$ cat config.mk
export PLATFORM = sky130hd
export DESIGN_NAME = mem_access_ctrl_flat
export DESIGN_NICKNAME = d
export VERILOG_FILES = /design/src/rtl/mem_access_ctrl_if.sv /design/src/rtl/mem_access_ctrl.sv /design/src/flat_wrapper.sv
export SDC_FILE = /design/constraint.sdc
export NUM_CORES = 1
export LEC_CHECK = 0
export ABC_CLOCK_PERIOD_IN_PS = 8100
export CAP_MARGIN = 0
export CORE_UTILIZATION = 44
export DETAILED_ROUTE_END_ITERATION = 7
export HOLD_SLACK_MARGIN = 0.1
export PLACE_DENSITY_LB_ADDON = 0.3
export SYNTH_ARGS = -nofsm -noshare
export SYNTH_HDL_FRONTEND = slang
export SYNTH_SLANG_ARGS = --single-unit
$ cat constraint.sdc
create_clock -name clk -period 8.1 [get_ports clk]
set_input_delay 2.43 -clock clk [delete_from_list [all_inputs] [get_ports clk]]
set_output_delay 2.43 -clock clk [all_outputs]
set_load 0.02 [all_outputs]
$ cat src/rtl/mem_access_ctrl_if.sv
`default_nettype none
// ============================================================================
//  Module   : mem_access_ctrl_if
//  Purpose  : Bundles the MEM-stage request/response handshake and the
//             word-indexed Data_Memory port used by mem_access_ctrl.
//  Signals  :
//    req_valid/req_ready     load/store request handshake
//    req_store               1 = store, 0 = load
//    req_size                00 byte, 01 half, 10/11 word
//    req_unsigned            load zero-extends when 1
//    req_addr/req_wdata      byte address, right-justified store data
//    req_rd                  load destination tag
//    rsp_rvalid/rdata/rd     load result pulse
//    rsp_wdone               store committed pulse
//    err_misaligned/range    fault pulses, err_bad_addr = faulting address
//    mem_addr/wdata/enables  Data_Memory port, mem_rdata = memory read data
//  Modports : master = requester + memory model, slave = controller
//  Revision : 1.0  initial release
// ============================================================================
interface mem_access_ctrl_if #(
    parameter int RAM_WIDTH = 32,
    parameter int NB_DEPTH  = 10,
    parameter int NB_ADDR   = 32,
    parameter int NB_REG    = 5
);
    logic                 req_valid;
    logic                 req_store;
    logic [1:0]           req_size;
    logic                 req_unsigned;
    logic [NB_ADDR-1:0]   req_addr;
    logic [RAM_WIDTH-1:0] req_wdata;
    logic [NB_REG-1:0]    req_rd;
    logic                 req_ready;

    logic                 rsp_rvalid;
    logic [RAM_WIDTH-1:0] rsp_rdata;
    logic [NB_REG-1:0]    rsp_rd;
    logic                 rsp_wdone;
    logic                 err_misaligned;
    logic                 err_range;
    logic [NB_ADDR-1:0]   err_bad_addr;

    logic [NB_DEPTH-1:0]  mem_addr;
    logic [RAM_WIDTH-1:0] mem_wdata;
    logic [1:0]           mem_write_enable;
    logic [1:0]           mem_read_enable;
    logic [RAM_WIDTH-1:0] mem_rdata;

    modport master (
        output req_valid, req_store, req_size, req_unsigned, req_addr,
               req_wdata, req_rd, mem_rdata,
        input  req_ready, rsp_rvalid, rsp_rdata, rsp_rd, rsp_wdone,
               err_misaligned, err_range, err_bad_addr,
               mem_addr, mem_wdata, mem_write_enable, mem_read_enable
    );

    modport slave (
        input  req_valid, req_store, req_size, req_unsigned, req_addr,
               req_wdata, req_rd, mem_rdata,
        output req_ready, rsp_rvalid, rsp_rdata, rsp_rd, rsp_wdone,
               err_misaligned, err_range, err_bad_addr,
               mem_addr, mem_wdata, mem_write_enable, mem_read_enable
    );
endinterface
`default_nettype wire

$ cat src/rtl/mem_access_ctrl.sv
`default_nettype none
// ============================================================================
//  Module   : mem_access_ctrl
//  Purpose  : MEM-stage initiator for Data_Memory. Accepts one load/store per
//             handshake, converts byte addresses to word indices, shifts and
//             sign/zero-extends loads, performs read-modify-write for sub-word
//             stores that are not in lane 0, and flags misaligned or
//             out-of-range accesses.
//  Ports    :
//    clk     in   clock, all state on rising edge
//    rst     in   asynchronous reset, active high
//    bus     slave modport of mem_access_ctrl_if (request, response, faults,
//            Data_Memory port)
//  Revision : 1.0  initial release
// ============================================================================
module mem_access_ctrl #(
    parameter int RAM_WIDTH = 32,
    parameter int NB_DEPTH  = 10,
    parameter int NB_ADDR   = 32,
    parameter int NB_REG    = 5
) (
    input  wire logic        clk,
    input  wire logic        rst,
    mem_access_ctrl_if.slave bus
);

    // Data_Memory enable encodings
    localparam logic [1:0] c_WRITE_DISABLE  = 2'b00;
    localparam logic [1:0] c_WRITE_BYTE     = 2'b01;
    localparam logic [1:0] c_WRITE_HALFWORD = 2'b10;
    localparam logic [1:0] c_WRITE_WORD     = 2'b11;
    localparam logic [1:0] c_READ_DISABLE   = 2'b00;
    localparam logic [1:0] c_READ_WORD      = 2'b11;

    localparam logic [2:0] c_IDLE    = 3'd0;
    localparam logic [2:0] c_LD_RD   = 3'd1;
    localparam logic [2:0] c_LD_CAP  = 3'd2;
    localparam logic [2:0] c_ST_WR   = 3'd3;
    localparam logic [2:0] c_RMW_RD  = 3'd4;
    localparam logic [2:0] c_RMW_CAP = 3'd5;
    localparam logic [2:0] c_RMW_WR  = 3'd6;
    localparam logic [2:0] c_ERR     = 3'd7;

    logic [2:0]           r_state;

    // request fields captured at accept
    logic [1:0]           r_size;
    logic                 r_uns;
    logic [1:0]           r_off;
    logic [RAM_WIDTH-1:0] r_wdata;
    logic [NB_REG-1:0]    r_rd;
    logic [NB_ADDR-1:0]   r_addr;
    logic                 r_is_range;

    // registered outputs
    logic                 r_rvalid;
    logic [RAM_WIDTH-1:0] r_rdata;
    logic [NB_REG-1:0]    r_rd_out;
    logic                 r_wdone;
    logic                 r_misaligned;
    logic                 r_range_err;
    logic [NB_ADDR-1:0]   r_bad_addr;
    logic [NB_DEPTH-1:0]  r_mem_addr;
    logic [RAM_WIDTH-1:0] r_mem_wdata;
    logic [1:0]           r_mem_we;
    logic [1:0]           r_mem_re;

    logic                 w_range;
    logic                 w_misaligned;
    logic                 w_rmw;
    logic [RAM_WIDTH-1:0] w_shifted;
    logic [RAM_WIDTH-1:0] w_ld_ext;
    logic [RAM_WIDTH-1:0] w_merged;
    logic [1:0]           w_native_we;

    // Request classification (evaluated on the live request while IDLE)
    assign w_range      = |bus.req_addr[NB_ADDR-1:NB_DEPTH+2];
    assign w_misaligned = ((bus.req_size == 2'b01) && bus.req_addr[0]) ||
                          (bus.req_size[1] && (bus.req_addr[1:0] != 2'b00));
    // Sub-word store outside lane 0: the memory only writes low lanes
    // natively, so the word must be read, merged and rewritten.
    assign w_rmw        = !bus.req_size[1] && (bus.req_addr[1:0] != 2'b00);

    // Load alignment and extension
    always_comb begin
        w_shifted = bus.mem_rdata >> {r_off, 3'b000};
        w_ld_ext  = w_shifted;
        case (r_size)
            2'b00: w_ld_ext = r_uns ? {{(RAM_WIDTH-8){1'b0}}, w_shifted[7:0]}
                                    : {{(RAM_WIDTH-8){w_shifted[7]}}, w_shifted[7:0]};
            2'b01: w_ld_ext = r_uns ? {{(RAM_WIDTH-16){1'b0}}, w_shifted[15:0]}
                                    : {{(RAM_WIDTH-16){w_shifted[15]}}, w_shifted[15:0]};
            default: w_ld_ext = w_shifted;
        endcase
    end

    // Lane merge for read-modify-write (half RMW only occurs at offset 2)
    always_comb begin
        w_merged = bus.mem_rdata;
        if (r_size == 2'b01) begin
            w_merged[31:16] = r_wdata[15:0];
        end else begin
            case (r_off)
                2'b01:   w_merged[15:8]  = r_wdata[7:0];
                2'b10:   w_merged[23:16] = r_wdata[7:0];
                2'b11:   w_merged[31:24] = r_wdata[7:0];
                default: w_merged        = bus.mem_rdata;
            endcase
        end
    end

    always_comb begin
        case (r_size)
            2'b00:   w_native_we = c_WRITE_BYTE;
            2'b01:   w_native_we = c_WRITE_HALFWORD;
            default: w_native_we = c_WRITE_WORD;
        endcase
    end

    always_ff @(posedge clk or posedge rst) begin
        if (rst) begin
            r_state      <= c_IDLE;
            r_size       <= 2'b00;
            r_uns        <= 1'b0;
            r_off        <= 2'b00;
            r_wdata      <= '0;
            r_rd         <= '0;
            r_addr       <= '0;
            r_is_range   <= 1'b0;
            r_rvalid     <= 1'b0;
            r_rdata      <= '0;
            r_rd_out     <= '0;
            r_wdone      <= 1'b0;
            r_misaligned <= 1'b0;
            r_range_err  <= 1'b0;
            r_bad_addr   <= '0;
            r_mem_addr   <= '0;
            r_mem_wdata  <= '0;
            r_mem_we     <= c_WRITE_DISABLE;
            r_mem_re     <= c_READ_DISABLE;
        end else begin
            r_rvalid     <= 1'b0;
            r_wdone      <= 1'b0;
            r_misaligned <= 1'b0;
            r_range_err  <= 1'b0;

            case (r_state)
                c_IDLE: begin
                    if (bus.req_valid) begin
                        r_size     <= bus.req_size;
                        r_uns      <= bus.req_unsigned;
                        r_off      <= bus.req_addr[1:0];
                        r_wdata    <= bus.req_wdata;
                        r_rd       <= bus.req_rd;
                        r_addr     <= bus.req_addr;
                        r_is_range <= w_range;
                        // range is checked before alignment
                        if (w_range || w_misaligned) begin
                            r_state <= c_ERR;
                        end else begin
                            r_mem_addr <= bus.req_addr[NB_DEPTH+1:2];
                            if (!bus.req_store)
                                r_state <= c_LD_RD;
                            else if (w_rmw)
                                r_state <= c_RMW_RD;
                            else
                                r_state <= c_ST_WR;
                        end
                    end
                end

                c_ERR: begin
                    r_range_err  <= r_is_range;
                    r_misaligned <= !r_is_range;
                    r_bad_addr   <= r_addr;
                    r_state      <= c_IDLE;
                end

                c_LD_RD: begin
                    r_mem_re <= c_READ_WORD;
                    r_state  <= c_LD_CAP;
                end

                // First cycle drops the read enable; memory data is valid
                // on the second cycle, which captures and returns it.
                c_LD_CAP: begin
                    if (r_mem_re != c_READ_DISABLE) begin
                        r_mem_re <= c_READ_DISABLE;
                    end else begin
                        r_rdata  <= w_ld_ext;
                        r_rd_out <= r_rd;
                        r_rvalid <= 1'b1;
                        r_state  <= c_IDLE;
                    end
                end

                // Write enable raised for one cycle, then the store completes.
                c_ST_WR: begin
                    if (r_mem_we == c_WRITE_DISABLE) begin
                        r_mem_we    <= w_native_we;
                        r_mem_wdata <= r_wdata;
                    end else begin
                        r_mem_we <= c_WRITE_DISABLE;
                        r_wdone  <= 1'b1;
                        r_state  <= c_IDLE;
                    end
                end

                c_RMW_RD: begin
                    r_mem_re <= c_READ_WORD;
                    r_state  <= c_RMW_CAP;
                end

                c_RMW_CAP: begin
                    if (r_mem_re != c_READ_DISABLE) begin
                        r_mem_re <= c_READ_DISABLE;
                    end else begin
                        r_mem_wdata <= w_merged;
                        r_mem_we    <= c_WRITE_WORD;
                        r_state     <= c_RMW_WR;
                    end
                end

                c_RMW_WR: begin
                    r_mem_we <= c_WRITE_DISABLE;
                    r_wdone  <= 1'b1;
                    r_state  <= c_IDLE;
                end

                default: r_state <= c_IDLE;
            endcase
        end
    end

    assign bus.req_ready        = (r_state == c_IDLE);
    assign bus.rsp_rvalid       = r_rvalid;
    assign bus.rsp_rdata        = r_rdata;
    assign bus.rsp_rd           = r_rd_out;
    assign bus.rsp_wdone        = r_wdone;
    assign bus.err_misaligned   = r_misaligned;
    assign bus.err_range        = r_range_err;
    assign bus.err_bad_addr     = r_bad_addr;
    assign bus.mem_addr         = r_mem_addr;
    assign bus.mem_wdata        = r_mem_wdata;
    assign bus.mem_write_enable = r_mem_we;
    assign bus.mem_read_enable  = r_mem_re;

endmodule
`default_nettype wire

$ cat src/flat_wrapper.sv
// flat-port wrapper written by rule: the top's interface ports become plain ports
module mem_access_ctrl_flat 
#(
    parameter int RAM_WIDTH = 32,
    parameter int NB_DEPTH  = 10,
    parameter int NB_ADDR   = 32,
    parameter int NB_REG    = 5
)
  (clk, rst, bus_req_valid, bus_req_store, bus_req_size, bus_req_unsigned, bus_req_addr, bus_req_wdata, bus_req_rd, bus_mem_rdata, bus_req_ready, bus_rsp_rvalid, bus_rsp_rdata, bus_rsp_rd, bus_rsp_wdone, bus_err_misaligned, bus_err_range, bus_err_bad_addr, bus_mem_addr, bus_mem_wdata, bus_mem_write_enable, bus_mem_read_enable);
  mem_access_ctrl_if #(.RAM_WIDTH(RAM_WIDTH), .NB_DEPTH(NB_DEPTH), .NB_ADDR(NB_ADDR), .NB_REG(NB_REG)) bus_i ();
  input  wire logic clk;
  input  wire logic rst;
  input wire logic [$bits(bus_i.req_valid)-1:0] bus_req_valid;
  input wire logic [$bits(bus_i.req_store)-1:0] bus_req_store;
  input wire logic [$bits(bus_i.req_size)-1:0] bus_req_size;
  input wire logic [$bits(bus_i.req_unsigned)-1:0] bus_req_unsigned;
  input wire logic [$bits(bus_i.req_addr)-1:0] bus_req_addr;
  input wire logic [$bits(bus_i.req_wdata)-1:0] bus_req_wdata;
  input wire logic [$bits(bus_i.req_rd)-1:0] bus_req_rd;
  input wire logic [$bits(bus_i.mem_rdata)-1:0] bus_mem_rdata;
  output wire logic [$bits(bus_i.req_ready)-1:0] bus_req_ready;
  output wire logic [$bits(bus_i.rsp_rvalid)-1:0] bus_rsp_rvalid;
  output wire logic [$bits(bus_i.rsp_rdata)-1:0] bus_rsp_rdata;
  output wire logic [$bits(bus_i.rsp_rd)-1:0] bus_rsp_rd;
  output wire logic [$bits(bus_i.rsp_wdone)-1:0] bus_rsp_wdone;
  output wire logic [$bits(bus_i.err_misaligned)-1:0] bus_err_misaligned;
  output wire logic [$bits(bus_i.err_range)-1:0] bus_err_range;
  output wire logic [$bits(bus_i.err_bad_addr)-1:0] bus_err_bad_addr;
  output wire logic [$bits(bus_i.mem_addr)-1:0] bus_mem_addr;
  output wire logic [$bits(bus_i.mem_wdata)-1:0] bus_mem_wdata;
  output wire logic [$bits(bus_i.mem_write_enable)-1:0] bus_mem_write_enable;
  output wire logic [$bits(bus_i.mem_read_enable)-1:0] bus_mem_read_enable;
  assign bus_i.req_valid = bus_req_valid;
  assign bus_i.req_store = bus_req_store;
  assign bus_i.req_size = bus_req_size;
  assign bus_i.req_unsigned = bus_req_unsigned;
  assign bus_i.req_addr = bus_req_addr;
  assign bus_i.req_wdata = bus_req_wdata;
  assign bus_i.req_rd = bus_req_rd;
  assign bus_i.mem_rdata = bus_mem_rdata;
  assign bus_req_ready = bus_i.req_ready;
  assign bus_rsp_rvalid = bus_i.rsp_rvalid;
  assign bus_rsp_rdata = bus_i.rsp_rdata;
  assign bus_rsp_rd = bus_i.rsp_rd;
  assign bus_rsp_wdone = bus_i.rsp_wdone;
  assign bus_err_misaligned = bus_i.err_misaligned;
  assign bus_err_range = bus_i.err_range;
  assign bus_err_bad_addr = bus_i.err_bad_addr;
  assign bus_mem_addr = bus_i.mem_addr;
  assign bus_mem_wdata = bus_i.mem_wdata;
  assign bus_mem_write_enable = bus_i.mem_write_enable;
  assign bus_mem_read_enable = bus_i.mem_read_enable;
  mem_access_ctrl #(.RAM_WIDTH(RAM_WIDTH), .NB_DEPTH(NB_DEPTH), .NB_ADDR(NB_ADDR), .NB_REG(NB_REG)) u_core (.clk(clk), .rst(rst), .bus(bus_i));
endmodule
==> metrics.md <==
| Metric | Value |
|---|---|
| Cell row count | 50 |
| Wire per inst | between 15 and 20 µm |
| Area contributors post-synth | dfrtp_1, nand2_1, mux2_2, o21ai_0, nor2_1 |
| Reported leakage power | 0.00530 µW |
| Crit path from | u_core.r_state[2]$_DFFE_PP0P_ |
| Net total in the final layout | 1196 |
| Synth Register Bits | roughly 190 |
| Fin cells | 1362 |
| Syn Inst Count | 891 |
| Final setup vio count | 0 |
| Worst-path clk slew | 0.07 ns |
| Status | finished clean |
| Clock Latency Late Sink | 0.44 ns |
| Final Hold Fails | 0 |
| VDD IR max | ~0.22 mV |
| Seq/Total Area, Yosys | a little under three fifths |
| # hold bufs at CTS | 0 |
| Design Area, Final | 11700 µm² |
| R2R Path Start | u_core.r_state[1]$_DFFE_PP0P_ |
| Io pins | 228 |
| Pre-CTS WS | 3.45 ns |
| Synth Net Count | 999 |
| Slowest CP cell | clkdlybuf4s50_1 |
| Die height | 142 µm |
| Global-route wire length before repair | 38900 µm |
| Max-cap violations | 0 |
| HP Start | u_core.r_is_range$_DFFE_PP0P_ |
| TritonCTS clock tree | done |
| Vias | 7294 |
| CTS resizes | 0 |
| CP Data Required Time | ~5.7 ns |
| Synth area leader | dfrtp_1 |
| Largest net degree at the start of global routing | 144 |
| Fraction of layout cells with a size suffix above 1 | 10.4% |
| Final max-slew violation count | 0 |
| CORE AREA | 19000 µm² |
| Starting Density | between 40 and 50% |
| Sink Count | around 190 |
| Fmax | 218 MHz |
| CTS root buffer | clkbuf_16 |
| Port Buffers | 227 |
| Crit path time final | 4.59 ns |
| Layout area overhead | 35.3% |
| Fin Setup TNS | 0 ns |
| Setup Skew | 0.0145 ns |
| Critical path, cell by cell | nor3_1, clkdlybuf4s50_1 |
| Post-synthesis cell type count | 41 |
| Post-synthesis cell area | about 8600 µm² |
| Postcts setup bufs | 0 |
| Power per cell area | 401 nW/µm² |
| Vias in the first global route | 7050 |
| Crit Path Category | register to primary output |
| Slowest stage delay, CP | 0.71 ns |
| WP data arrival | 2.16 ns |
| Grt ovf | 0 |
| RSZ-0062 raised after global routing | no |
| Drt total wl | 24900 µm |
| Crit end category | primary output |
| Critical Path Source Type | register |
| Top cell type's share of synthesized area | 56.2% |
| Post-DRT Antenna Nets | 0 |
| Drt pass-1 iters | 5 |
| Synthesized area per cell | 9.69 µm² |
| DP Cell Count | 1329 |
| Die W | 142 µm |
| Num CTS Buffers | 17 |
| Initial antenna violation count | 1 |
| Die area | 20200 µm² |
| FFs w/ async S/R, synth | 100% |
| EDFF count, synth | 0 |
| Hpwl dp | approximately 17000 µm |
| Most used DFF post-synth | dfrtp_1 |
| Slew margin rel. | 16.2% |
| H-tree depth | 4 |
| YS warnings | 0 |
| Fin crit share | 56.7% |
| Worst Tran Pin Value | 1.25 ns |
| Hold WC Path Type | register to register |
| Crit path max fanout | 19 |
| Iter 0 DRT Violations | around 500 |
| Clk buf depth | 2 |
| Fill cell count | 1628 |
| Crit path setup slack, layout | 3.51 ns |
| Cell Area, Placed | 11100 µm² |
| GRT Total Usage | 25.5% |
| Final GP Congestion | ~0.9 |
| Drc violations | 0 |
| Routed vias/inst | around 5.4 |
## cell usage after synthesis, types with 2 or more instances
master / instances
and2_1: 8
o21bai_1: 2
mux2_2: 63
and3_1: 16
a22o_1: 3
nor4_1: 5
a211o_1: 8
nand2b_1: 5
nand3_1: 2
a221o_1: 2
buf_1: 5
dfrtp_1: 194
buf_2: 12
a31oi_1: 24
nand2_1: 281
nor2b_1: 6
or2_2: 2
clkbuf_1: 41
a21oi_1: 29
inv_1: 5
o21ai_0: 50
nor2_1: 66
mux2i_1: 24
nor3_1: 5
a211oi_1: 17
## flip-flops by register name, indices dropped and copies added (netlist names)
name and cells:
u_core.bus.err_bad_addr 32, u_core.bus.mem_addr 10, u_core.r_rd 5, u_core.r_addr 32, u_core.bus.mem_write_enable 2, u_core.bus.mem_read_enable 1, u_core.bus.rsp_wdone 1, u_core.bus.err_range 1
u_core.r_uns 1, u_core.bus.mem_wdata 32, u_core.bus.rsp_rdata 32, u_core.r_size 2, u_core.bus.err_misaligned 1, u_core.r_wdata 32, u_core.r_is_range 1, u_core.bus.rsp_rvalid 1
u_core.r_state 3, u_core.bus.rsp_rd 5
## cell families (layout without fill, tap and decap cells)
kind of cell	count (synthesis)	in the layout	synth area share [%]
compound gates	143	143	10.0
buf+inv	64	274	3.00
flops	194	194	56.2
mux	88	88	11.3
other cells	0	1	0
simple gates	402	402	19.5
## metrics by stage
stage                     hold WS (ns)  util [%]  total power [µW]
after global placement           0.424      58.5              3790
after floorplan                  0.403         -              2930
after CTS                        0.440      61.6              4700
after global routing             0.465      61.6              4960
final                            0.436      61.6              4680
after detailed placement         0.431      58.5              3840
## final cells by class
type,count,area (µm²),share of cell area [%]
antenna,1,2.50,0.0214
clock buffer,17,425,3.64
clock inverter,15,165,1.41
inverter,5,26.3,0.225
multi-input combinational,633,3540,30.3
sequential,194,4850,41.6
tap,260,325,2.78
timing repair buffer,237,2350,20.1
## worst max-delay path: cells and delay by family, from the launching register on
family	cells	cell delay [ns]
buf+inv	1	0.71
flops	1	0.62
simple gates	1	0.40
## metal layers
| metal | wire, µm | global-route usage, % | vias to the layer above |
|---|---|---|---|
| li1 | - | - | 3387 |
| met5 | 0 | 0 | - |
| met3 | 2170 | 7.30 | 41 |
| met1 | 10600 | 34.2 | 3567 |
| met2 | 11500 | 39.2 | 299 |
| met4 | 561 | 9.62 | 0 |
## final timing paths
check,to,slack [ns],cells after the start
setup / recovery,bus_req_ready,3.51,2
setup reg to reg,u_core.bus.rsp_rdata[13]$_DFFE_PP0P_,5.21,4
max in group asynchronous,u_core.r_addr[18]$_DFFE_PP0P_,4.25,3
hold reg to reg,u_core.bus.err_misaligned$_DFF_PP0_,0.44,1
min in group asynchronous,u_core.bus.rsp_rdata[13]$_DFFE_PP0P_,2.62,2
hold / removal,u_core.bus.err_misaligned$_DFF_PP0_,0.44,1
## power by group
| part | switching [µW] | internal (µW) | total (µW) |
|---|---|---|---|
| clock | 408 | 440 | 847 |
| combinational | 1140 | 953 | 2090 |
| sequential | 331 | 1410 | 1740 |
## cell usage in the layout (no fill, tap or decap), types with 24 or more instances in the layout
cell type        count
a21oi_1             29
a31oi_1             24
clkdlybuf4s50_1    227
dfrtp_1            194
mux2_2              63
mux2i_1             24
nand2_1            280
nor2_1              66
o21ai_0             50
(Power assumes the default switching activity.)
